**src/rtl/pipe_stage_reg.sv**
```systemverilog
// pipe_stage_reg: inter-stage pipeline register with valid/ready,
// flush, bubble gating of control bits and an optional skid entry.
module pipe_stage_reg #(
  parameter int CTRL_W = 3,
  parameter int DATA_W = 69,
  parameter bit SKID   = 1'b1
) (
  input  logic              clock,
  input  logic              reset,
  input  logic              flush,
  input  logic              in_valid,
  output logic              in_ready,
  input  logic [CTRL_W-1:0] in_ctrl,
  input  logic [DATA_W-1:0] in_data,
  output logic              out_valid,
  input  logic              out_ready,
  output logic [CTRL_W-1:0] out_ctrl,
  output logic [DATA_W-1:0] out_data,
  output logic [1:0]        occupancy
);

  typedef enum logic [1:0] {
    EMPTY     = 2'd0,
    FULL      = 2'd1,
    SKID_FULL = 2'd2
  } state_t;

  state_t state_q, state_d;

  logic [CTRL_W-1:0] main_ctrl, skid_ctrl;
  logic [DATA_W-1:0] main_data, skid_data;

  logic in_fire, out_fire;
  logic load_in, load_skid, pop_skid;

  // With a skid entry, ready depends on state only; without it,
  // a full stage may accept only while downstream drains.
  assign in_ready  = SKID ? (state_q != SKID_FULL)
                          : ((state_q == EMPTY) | out_ready);
  assign out_valid = (state_q != EMPTY);
  assign in_fire   = in_valid & in_ready;
  assign out_fire  = out_valid & out_ready;

  // Bubbles must never carry live control bits downstream.
  assign out_ctrl  = out_valid ? main_ctrl : '0;
  assign out_data  = main_data;
  assign occupancy = state_q;

  // Next-state and storage load selects; flush drops everything.
  always_comb begin
    state_d   = state_q;
    load_in   = 1'b0;
    load_skid = 1'b0;
    pop_skid  = 1'b0;
    if (flush) begin
      state_d = EMPTY;
    end else begin
      case (state_q)
        EMPTY: begin
          if (in_fire) begin
            state_d = FULL;
            load_in = 1'b1;
          end
        end
        FULL: begin
          if (in_fire && out_fire) begin
            load_in = 1'b1;
          end else if (in_fire) begin
            if (SKID) begin
              state_d   = SKID_FULL;
              load_skid = 1'b1;
            end
          end else if (out_fire) begin
            state_d = EMPTY;
          end
        end
        SKID_FULL: begin
          if (out_fire) begin
            state_d  = FULL;
            pop_skid = 1'b1;
          end
        end
        default: state_d = EMPTY;
      endcase
    end
  end

  // State register; reset wins over flush.
  always_ff @(posedge clock) begin
    if (reset) state_q <= EMPTY;
    else       state_q <= state_d;
  end

  // Entry storage; payload is left stale on flush, zeroed on reset.
  always_ff @(posedge clock) begin
    if (reset) begin
      main_ctrl <= '0;
      main_data <= '0;
      skid_ctrl <= '0;
      skid_data <= '0;
    end else begin
      if (load_in) begin
        main_ctrl <= in_ctrl;
        main_data <= in_data;
      end else if (pop_skid) begin
        main_ctrl <= skid_ctrl;
        main_data <= skid_data;
      end
      if (load_skid) begin
        skid_ctrl <= in_ctrl;
        skid_data <= in_data;
      end
    end
  end

endmodule

```
**config.mk**
```make
export PLATFORM = sky130hd
export DESIGN_NAME = pipe_stage_reg
export DESIGN_NICKNAME = d
export VERILOG_FILES = /design/src/rtl/pipe_stage_reg.sv
export SDC_FILE = /design/constraint.sdc
export NUM_CORES = 1
export LEC_CHECK = 0
export BUFFER_PORTS_ARGS = -buffer_cell sky130_fd_sc_hd__buf_2
export CELL_PAD_IN_SITES_DETAIL_PLACEMENT = 0
export CELL_PAD_IN_SITES_GLOBAL_PLACEMENT = 2
export CORE_ASPECT_RATIO = 1.25
export CORE_MARGIN = 2
export CORE_UTILIZATION = 30
export CTS_BUF_LIST = sky130_fd_sc_hd__clkbuf_8
export DETAILED_ROUTE_END_ITERATION = 8
export HOLD_SLACK_MARGIN = 0.03
export PLACE_DENSITY_LB_ADDON = 0.1
export SLEW_MARGIN = 20
export SYNTH_ARGS = -nofsm -noshare
export SYNTH_HDL_FRONTEND = slang
export SYNTH_SLANG_ARGS = --single-unit
```
**constraint.sdc**
```tcl
create_clock -name clock -period 3.5 [get_ports clock]
set_input_delay 0.35 -clock clock [delete_from_list [all_inputs] [get_ports clock]]
set_output_delay 0.35 -clock clock [all_outputs]
set_load 0.05 [all_outputs]
```
==> qor_table.md <==
| Quantity | This run | Unit |
| --- | --- | --- |
| Clock root buffer master | clkbuf_8 | - |
| Most frequent cell after synthesis | dfxtp_1 | - |
| Crit path kind | register to register | - |
| # fillers | 2228 | - |
| Total of cells resized after clock tree synthesis | 0 | - |
| Average footprint of a synthesized cell | 8.47 | um2 |
| Global placement routability congestion | 0.702 | - |
| Starting Density | 30.7 | % |
| Maximum frequency from static timing analysis | 463 | MHz |
| Summed area of non-filler cells in the final layout | 0.00764 | mm2 |
| Class of the most critical hold timing path | input port to register | - |
| Proportion of synthesized chip area in sequential cells | 45.4 | % |
| Per-cell via count in the routed design | 5.29 | - |
| Antenna violations before repair | 1 | - |
| Hold-fix buffers at CTS | 0 | - |
| Post-CTS setup-driven buffer insertion count | 0 | - |
| Storage element area | 0.00292 | mm2 |
| Number of I/O pins | 153 | - |
| Minimum clock period | 2.16 | ns |
| Layout-stage area growth over the synthesis result | 18.7 | % |
| Period Utilization, post-route | 61.6 | % |
| Post-layout net count | 932 | - |
| Syn Std Cell Area | 0.00644 | mm2 |
| Total wirelength of the detailed-routed design | 20400 | um |
| Wire length of the first global-routing pass | 31900 | um |
| Top cells by area, synth | dfxtp_1 45%, a311oi_1 9.8%, nor3_2 9.0% | - |
| Synth area leader | dfxtp_1 | - |
| Per-cell routed wire length | 17.9 | um |
| Maximum number of pins on one net before global-route repair | 85 | - |
| Leading cell types by count after synthesis | 146 x dfxtp_1, 145 x nand2_1, 73 x a21oi_1, 72 x a311oi_1, 72 x nand3_1 | - |
| Leading register cell type out of synthesis | dfxtp_1 | - |
| Worst Setup End Kind | register | - |
| Area taken by multi-input logic gates | 0.00309 | mm2 |
| Final Max Slew Viols | 0 | - |
| Maximum clock skew at final layout | 0.0144 | ns |
| DRC violation count after routing | 0 | - |
| Path depth of the worst reg2reg path | 4 | - |
| Net count after synthesis | 837 | - |
| Antenna-violating nets left | 0 | - |
| Slew at the pin closest to its max-slew limit | 0.983 | ns |
| Skew-Pair Late Insertion Delay | 0.45 | ns |
| DRC marker count from the first detailed-route iteration | 373 | - |
| Unrepaired setup endpoints after global routing | false | - |
| HPWL after detailed placement | 11400 | um |
| Number of global-route vias before repair | 5891 | - |
| Clock Tree Buf Depth | 2 | - |
| Utilization after layout | 36.4 | % |
| Clock tree sinks | 146 | - |
| Floorplan core area | 0.0210 | mm2 |
| Startpoint kind of the worst setup timing path | register | - |
| Fraction of synthesized cell area taken by the top area cell type | 45.4 | % |
| Via count of the routed design | 6041 | - |
| Reported max-cap violation count | 0 | - |
| Unique cell type count in the Yosys netlist | 28 | - |
| Worst max-slew margin expressed relative to the limit | 34.5 | % |
| Required time at the worst-slack endpoint | 3.78 | ns |
| Fraction of final layout cells with drive strength greater than 1 | 30.0 | % |
| Maximum vdd drop | 0.000215 | V |
| Port bufs | 152 | - |
| Clock slew at the register clock pins of the worst setup and hold paths | 0.09 | ns |
| Number of enable-type register cells in the synthesized netlist | 0 | - |
| Number of CTS-inserted buffers | 17 | - |
| Final setup TNS | 0 | ns |
| WHS Path Cells | 3 | - |
| Area after DPL | 0.00727 | mm2 |
| Row count | 59 | - |
| Mapped Cells | 760 | - |
| Hold Violations, Final | 0 | - |
| Run status | complete, no violations | - |
| Data arrival time at the worst-slack endpoint | 2.44 | ns |
| Total overflow reported by the global router | 0 | - |
| Share of synthesized flip-flops with an asynchronous set or reset | 0 | % |
| CP max FO | 37 | - |
| Final setup violation count | 0 | - |
| Ys Warns | 0 | - |
| Leakage power figure | 2.76 | nW |
| Total Die Area | 0.0226 | mm2 |
| GRT Util Overall | 17.9 | % |
| First-pass detailed-route iteration total | 5 | - |
| H-tree depth reported by CTS | 4 | - |
| Register bit count reported by yosys | 146 | - |
| Height of the die | 168 | um |
| P per Cell Area | 467 | mW/mm2 |
| CTS tree | built | - |
| Width of the die | 135 | um |
-- cell usage in the layout (no fill, tap or decap), types with 2 or more instances in the layout --
cell type   Yosys  routed
nor2_1          3       3
o21ai_0        70      70
buf_12          0       6
a311oi_1       72      72
clkinvlp_4      0       2
nand2_1       145     145
nor3_2         58      58
inv_1           1       4
a21oi_1        73      73
clkinv_2        0       5
o21ai_2         2       2
nor3_1         14      14
buf_2          41     151
nor2b_1         4       3
dfxtp_1       146     146
clkinv_4        0       2
nand3_1        72      72
clkbuf_8        0      18
buf_4           0       7
-- metrics by stage --
| stage | setup slack [ns] | std cells | hold slack (ns) | power, mW |
|---|---|---|---|---|
| floorplan | 1.52 | 760 | 0.439 | 2.20 |
| global placement | 1.36 | 1109 | 0.450 | 2.39 |
| detailed placement | 1.33 | 1109 | 0.458 | 2.39 |
| CTS | 1.30 | 1140 | 0.128 | 3.61 |
| global route | 1.21 | 1141 | 0.125 | 3.72 |
| finish | 1.34 | 1142 | 0.147 | 3.57 |
-- critical path, cell delays in order (launching register included) --
cell       delay (ns)
dfxtp_1          0.58
nand4bb_4        0.60
buf_4            0.52
nand2_1          0.14
a311oi_1         0.10
-- sequential cells by signal, summed over array words and instances (netlist names) --
name / count
out_data: 69
skid_data: 69
main_ctrl: 3
skid_ctrl: 3
occupancy: 2
-- final timing paths --
kind / from / slack, ns / endpoint
worst max-delay path: occupancy[1] / 1.34 / out_data[68]
worst max register to register: occupancy[1] / 1.34 / out_data[68]
worst min-delay path: in_data[50] / 0.15 / skid_data[50]
worst min register to register: skid_data[17] / 0.47 / out_data[17]
-- kinds of logic (layout without fill, tap and decap cells) --
kind of cell	Yosys count	after routing	synth area share [%]
other	0	1	0
DFF	146	146	45.4
and+or+nand+nor	305	305	25.9
AOI/OAI and AO/OA	219	219	21.4
buffers and inverters	89	196	7.10
muxes	1	1	0.156
-- report_power, final --
group | switching [mW] | leakage [nW] | internal (mW)
combinational | 0.434 | 1.38 | 0.149
sequential | 0.0387 | 1.19 | 1.73
clock | 0.654 | 0.188 | 0.563
total | 1.13 | 2.76 | 2.44
-- per-layer routing --
layer  global-route usage (%)  routed length (um)  up-vias
li1                         -                   -     2921
met1                     22.3                9170     2985
met2                     31.1               10100      125
met3                     4.42                 923       10
met4                     4.17                 157        0
met5                        0                   0        -
-- final cells by class --
class,instances,share of cell area [%]
Inverter,1,0.0491
Clock inverter,13,1.29
Tap cell,274,4.49
Clock buffer,18,3.24
Multi-Input combinational cell,525,40.5
Timing Repair Buffer,164,12.1
Sequential cell,146,38.3
Antenna cell,1,0.0327
Note: power is estimated with default switching activity, not from simulation.
